## src/rtl/i2s_pkg.sv

```systemverilog
// Shared types and constants for the I2S slave receiver.
package i2s_pkg;

  typedef enum logic [1:0] {
    ST_IDLE  = 2'd0,
    ST_ALIGN = 2'd1,
    ST_SHIFT = 2'd2,
    ST_PAD   = 2'd3
  } rxState_e;

  localparam logic WS_LEFT  = 1'b0;
  localparam logic WS_RIGHT = 1'b1;

  localparam int DEFAULT_DATA_WIDTH = 24;

endpackage

```

## src/rtl/i2s_pin_sync.sv

```systemverilog
// Synchronizer for one asynchronous I2S pin, with a registered level and
// a one-cycle rising-edge pulse that are aligned with each other.
module i2s_pin_sync #(
  parameter int STAGES = 2
) (
  input  logic clk,
  input  logic reset,
  input  logic pin_i,
  output logic level_o,
  output logic rise_o
);

  logic [STAGES-1:0] sync_q;

  // level_o doubles as the previous synchronized sample for edge detection
  always_ff @(posedge clk) begin
    if (reset) begin
      sync_q  <= '0;
      level_o <= 1'b0;
      rise_o  <= 1'b0;
    end else begin
      sync_q  <= {sync_q[STAGES-2:0], pin_i};
      level_o <= sync_q[STAGES-1];
      rise_o  <= sync_q[STAGES-1] & ~level_o;
    end
  end

endmodule

```

## src/rtl/i2s_slave_rx.sv

```systemverilog
// I2S slave receiver: captures MSB-first left/right words and presents them as a pair.
// Optional SCK-loss watchdog enabled by defining I2S_RX_TIMEOUT_EN.
module i2s_slave_rx
  import i2s_pkg::*;
#(
  parameter int DATA_WIDTH     = DEFAULT_DATA_WIDTH,
  parameter int SYNC_STAGES    = 2,
  parameter int TIMEOUT_CYCLES = 1024
) (
  input  logic                  clk,
  input  logic                  reset,
  input  logic                  i2s_sck_i,
  input  logic                  i2s_ws_i,
  input  logic                  i2s_sd_i,
  output logic [DATA_WIDTH-1:0] left_data_o,
  output logic [DATA_WIDTH-1:0] right_data_o,
  output logic                  frame_valid_o,
  output logic                  frame_err_o,
  output logic                  sck_lost_o
);

  localparam int            CW   = $clog2(DATA_WIDTH + 1);
  localparam logic [CW-1:0] DW_C = CW'(DATA_WIDTH);

  logic sckRise, wsLevel, sdLevel;
  logic sckLevel_unused, wsRise_unused, sdRise_unused;

  rxState_e              state_q;
  logic [CW-1:0]         bitCnt_q;
  logic                  chan_q, wsPrev_q, primed_q, haveLeft_q;
  logic [DATA_WIDTH-1:0] shift_q, leftStage_q;

  logic [DATA_WIDTH-1:0] shiftNext_d, word_d;
  logic [CW-1:0]         bitsNow_d;
  logic                  wsChange_d, fullWord_d, latch_d, restart_d;

  i2s_pin_sync #(.STAGES(SYNC_STAGES)) u_sck_sync (
    .clk(clk), .reset(reset), .pin_i(i2s_sck_i), .level_o(sckLevel_unused), .rise_o(sckRise)
  );
  i2s_pin_sync #(.STAGES(SYNC_STAGES)) u_ws_sync (
    .clk(clk), .reset(reset), .pin_i(i2s_ws_i), .level_o(wsLevel), .rise_o(wsRise_unused)
  );
  i2s_pin_sync #(.STAGES(SYNC_STAGES)) u_sd_sync (
    .clk(clk), .reset(reset), .pin_i(i2s_sd_i), .level_o(sdLevel), .rise_o(sdRise_unused)
  );

`ifdef I2S_RX_TIMEOUT_EN
  localparam int            TW       = $clog2(TIMEOUT_CYCLES + 1);
  localparam logic [TW-1:0] TO_LIMIT = TW'(TIMEOUT_CYCLES);
  logic [TW-1:0] idleCnt_q;
  logic          sckLost_q;
  assign sck_lost_o = sckLost_q;
`else
  assign sck_lost_o = 1'b0;
`endif

  // The WS-change edge carries the LSB of the word being closed, so a short
  // word still includes that edge's bit before zero-filling the rest.
  always_comb begin
    shiftNext_d = {shift_q[DATA_WIDTH-2:0], sdLevel};
    bitsNow_d   = bitCnt_q + 1'b1;
    wsChange_d  = wsLevel != wsPrev_q;
    fullWord_d  = bitsNow_d == DW_C;
    word_d      = fullWord_d ? shiftNext_d : (shiftNext_d << (DW_C - bitsNow_d));
    latch_d     = sckRise && (state_q == ST_SHIFT) && (fullWord_d || wsChange_d);
    restart_d   = sckRise && wsChange_d &&
                  (((state_q == ST_IDLE) && primed_q) || (state_q == ST_SHIFT) || (state_q == ST_PAD));
  end

  always_ff @(posedge clk) begin
    if (reset) begin
      state_q       <= ST_IDLE;
      bitCnt_q      <= '0;
      chan_q        <= WS_LEFT;
      wsPrev_q      <= 1'b0;
      primed_q      <= 1'b0;
      haveLeft_q    <= 1'b0;
      shift_q       <= '0;
      leftStage_q   <= '0;
      left_data_o   <= '0;
      right_data_o  <= '0;
      frame_valid_o <= 1'b0;
      frame_err_o   <= 1'b0;
`ifdef I2S_RX_TIMEOUT_EN
      idleCnt_q     <= '0;
      sckLost_q     <= 1'b0;
`endif
    end else begin
      frame_valid_o <= 1'b0;
      frame_err_o   <= 1'b0;
      if (sckRise) wsPrev_q <= wsLevel;

      // wsPrev_q only means something once an edge has been seen since IDLE
      case (state_q)
        ST_IDLE:  if (sckRise) primed_q <= 1'b1;
        ST_SHIFT: begin
          if (sckRise && !wsChange_d) begin
            if (fullWord_d) begin
              state_q <= ST_PAD;
            end else begin
              shift_q  <= shiftNext_d;
              bitCnt_q <= bitsNow_d;
            end
          end
        end
        ST_PAD:   ;
        default: begin
          state_q    <= ST_IDLE;
          primed_q   <= 1'b0;
          haveLeft_q <= 1'b0;
        end
      endcase

      if (restart_d) begin
        state_q  <= ST_SHIFT;
        bitCnt_q <= '0;
        chan_q   <= wsLevel;
        shift_q  <= '0;
      end

      if (latch_d) begin
        if (!fullWord_d) frame_err_o <= 1'b1;
        if (chan_q == WS_LEFT) begin
          leftStage_q <= word_d;
          haveLeft_q  <= 1'b1;
        end else if (haveLeft_q) begin
          left_data_o   <= leftStage_q;
          right_data_o  <= word_d;
          frame_valid_o <= 1'b1;
        end
      end

`ifdef I2S_RX_TIMEOUT_EN
      if (sckRise) begin
        idleCnt_q <= '0;
        sckLost_q <= 1'b0;
      end else if (idleCnt_q != TO_LIMIT) begin
        idleCnt_q <= idleCnt_q + 1'b1;
        if (idleCnt_q == TO_LIMIT - 1'b1) begin
          sckLost_q  <= 1'b1;
          state_q    <= ST_IDLE;
          primed_q   <= 1'b0;
          haveLeft_q <= 1'b0;
        end
      end
`endif
    end
  end

endmodule

```

## config.mk

```make
export PLATFORM = sky130hd
export DESIGN_NAME = i2s_slave_rx
export DESIGN_NICKNAME = d
export VERILOG_FILES = /design/src/rtl/i2s_pkg.sv /design/src/rtl/i2s_pin_sync.sv /design/src/rtl/i2s_slave_rx.sv
export SDC_FILE = /design/constraint.sdc
export NUM_CORES = 1
export LEC_CHECK = 0
export CAP_MARGIN = 20
export CELL_PAD_IN_SITES_DETAIL_PLACEMENT = 0
export CELL_PAD_IN_SITES_GLOBAL_PLACEMENT = 2
export CORE_AREA = 2 2 135 137
export CTS_CLUSTER_DIAMETER = 100
export DETAILED_ROUTE_END_ITERATION = 6
export DIE_AREA = 0 0 137 139
export HOLD_SLACK_MARGIN = 0.03
export PLACE_DENSITY = 0.86
export REMOVE_ABC_BUFFERS = 1
export SYNTH_ARGS = -nofsm -noshare
export SYNTH_HDL_FRONTEND = slang
export SYNTH_SLANG_ARGS = --single-unit
```

## constraint.sdc

```tcl
create_clock -name clk -period 3.3 [get_ports clk]
set_input_delay 0.495 -clock clk [delete_from_list [all_inputs] [get_ports clk]]
set_output_delay 0.495 -clock clk [all_outputs]
set_load 0.01 [all_outputs]
```

==> results.json <==
{
  "fin_tns_setup_ns": 0,
  "hp-class": "reg2reg",
  "rsz0062_at_grt": "false",
  "synth_top_area_frac": 0.390,
  "setup_viol": 0,
  "cp.arrival_ns": 3.23,
  "maxCapViolCount": 0,
  "io_buffers": 54,
  "finalWorstSetupSlack_ns": 0.350,
  "whs_path_depth": 1,
  "synthTopCellsByArea": "dfxtp_1 (39%), mux4_2 (8.2%), nand2_1 (8.1%), a21oi_1 (4.5%), nor2_1 (3.8%)",
  "wire_per_inst_um": 18.2,
  "ctsResizeCount": 0,
  "gp_congestion": 0.959,
  "die_w_um": 137,
  "routed_wl_um": 17800,
  "synthCells": 692,
  "synthArstFlopShare": 0,
  "cp.required_ns": 3.58,
  "use_met2": 0.297,
  "cellLeakagePower_nw": 2.47,
  "ff2ff_path_depth": 8,
  "report.final.slew_viol_count": 0,
  "dieHeight_um": 139,
  "syn-cell-area_um2": 6050,
  "grt_pass1_wl_um": 28500,
  "routed_via_density": 5.45,
  "drtPass1Iterations": 7,
  "ctsHoldBuffers": 0,
  "fin_skew_ns": 0.00853,
  "drive_gt1_frac": 0.142,
  "fillCellCount": 1736,
  "grt_max_degree": 50,
  "p_per_area_nw_per_um2": 485,
  "via_count": 5325,
  "cts_buffer_depth": 2,
  "status": "complete, no violations",
  "crit_type": "reg2reg",
  "multi_input_area_um2": 3400,
  "met3_usage": 0.0457,
  "syn_to_final_growth_pct": 24.6,
  "core_region_area_um2": 17700,
  "period_share": 0.894,
  "grt-ovfl-total": 0,
  "synth.avg_cell_area_um2": 8.74,
  "crit_family": "compound AO/OA/AOI/OAI gates",
  "tightestPinTransition_ns": 0.830,
  "finalHoldViolations": 0,
  "slew_headroom": 0.432,
  "worstPathMaxFanout": 9,
  "num_io_pins": 56,
  "crit_chain": "ha_1, buf_4, mux4_2, a2111oi_0, buf_4, a211oi_1, o41ai_1, o41ai_1",
  "synthFlopType": "dfxtp_1",
  "htreeDepth": 4,
  "holdPathEnd": "u_sck_sync.rise_o",
  "fmax_mhz": 339,
  "most-common-layout-cells": "nand2_1 (130), dfxtp_1 (118), nor2_1 (61)",
  "rows": 49,
  "cts_tree": "done",
  "dpl.cell_count": 944,
  "hpwl_um": 12500,
  "yosysTopAreaCell": "dfxtp_1",
  "cp_slowest_cell": "a2111oi_0",
  "grt_pass1_vias": 5023,
  "clk_pin_slew_ns": 0.06,
  "grt_use_total": 0.195,
  "fin_nets": 745,
  "final_cells": 977,
  "cp-start-kind": "register",
  "finalPower_mw": 3.65,
  "worst_skew_pair.late_latency_ns": 0.42,
  "die_area_um2": 19000,
  "antenna_left": 0,
  "drc": 0,
  "reg2reg_setup_slack_ns": 0.35,
  "cts_sinks": 118,
  "numCtsBuffers": 17,
  "r2r_end": "right_data_o[23]",
  "yosys_warnings": 0,
  "critPathBufInv": 2,
  "period_needed_ns": 2.95,
  "antenna_found_initial": 0,
  "crit_path_end_kind": "register",
  "max_stage_delay_ns": 0.73,
  "place_ws_ns": 0.372,
  "irDropWorstVdd_uv": 318,
  "diodes": 0,
  "root_buffer": "clkbuf_16",
  "synth-seq-cells": 118,
  "final_common_cell": "nand2_1",
  "worstHoldStart": "u_sck_sync.level_o",
  "r2r-start": "bitCnt_q[1]",
  "seqCellArea_um2": 2360,
  "post-cts-setup-buffers": 0,
  "grt_use_met1": 0.275,
  "grt.busiest_layer": "met2",
  "synthDistinctLibCells": 70,
  "hold_ws_ns": 0.397,
  "synth_edf_count": 0,
  "ys_seq_area_frac": 0.390,
  "start_util": 0.343,
  "drtIter0Drc": 451
}
==> kinds of logic after synthesis <==
kind of cell               after synthesis  synth area share
xor gates and xnor gates                10            0.0145
buffers and inverters                   69            0.0507
adders and majority gates                5            0.0103
muxes                                   52             0.136
other                                    1          0.000620
DFF                                    118             0.390
AOI/OAI and AO/OA                      164             0.195
and+or+nand+nor                        273             0.203
==> power by group <==
group	switching, mW	internal [mW]
logic	0.0469	0.0259
registers	0.00701	1.43
clock network	0.697	1.44
total	0.751	2.90
==> stage by stage <==
step,utilization,area [µm²]
global placement,0.387,6840
finish,0.427,7540
floorplan,-,5790
CTS,0.426,7520
global route,0.427,7540
detailed placement,0.387,6840
==> flip-flops by register name, indices dropped and copies added (netlist names) <==
| signal | count |
|---|---|
| frame_err_o | 1 |
| bitCnt_q | 5 |
| shift_q | 23 |
| u_sck_sync.rise_o | 1 |
| u_sd_sync.sync_q | 2 |
| u_sck_sync.sync_q | 2 |
| wsPrev_q | 1 |
| u_ws_sync.level_o | 1 |
| u_ws_sync.sync_q | 2 |
| left_data_o | 24 |
| chan_q | 1 |
| leftStage_q | 24 |
| haveLeft_q | 1 |
| state_q | 2 |
| primed_q | 1 |
| right_data_o | 24 |
| u_sd_sync.level_o | 1 |
| frame_valid_o | 1 |
| u_sck_sync.level_o | 1 |
==> layout make-up <==
| type | instances | share of cell area |
|---|---|---|
| inverters | 13 | 0.00647 |
| well taps | 229 | 0.0380 |
| repair buffers | 80 | 0.0996 |
| multi-input cells | 505 | 0.452 |
| clock inverters | 14 | 0.0327 |
| flip-flops and latches | 118 | 0.313 |
| clock buffers | 18 | 0.0583 |
==> metal layers <==
metal | wire length [µm] | share of wire | up-vias
li1 | - | - | 2576
met1 | 8200 | 0.46 | 2561
met2 | 8220 | 0.46 | 172
met3 | 1130 | 0.063 | 16
met4 | 241 | 0.014 | 0
met5 | 0 | 0 | -
==> worst max path at each step <==
stage	startpoint	end	slack [ns]	depth (start not counted)
floorplan	bitCnt_q[0]	right_data_o[12]	-1.34	7
global route	bitCnt_q[0]	right_data_o[23]	0.21	8
CTS	bitCnt_q[1]	right_data_o[23]	0.36	8
detailed placement	bitCnt_q[1]	right_data_o[23]	0.37	8
finish	bitCnt_q[1]	right_data_o[23]	0.35	8
global placement	bitCnt_q[0]	right_data_o[23]	0.46	8
==> cell usage after synthesis (9+ instances only) <==
library cell,number
a211oi_1,19
buf_2,14
a21oi_1,54
o21ai_0,15
o31ai_1,12
dfxtp_1,118
nand3_1,10
nand2_1,130
nor2_1,61
mux4_2,22
xnor2_1,9
mux2i_1,21
nor2b_1,13
nor3_1,22
nand3b_1,11
clkbuf_1,32
inv_1,12
Power figures use the tool's default switching activity.
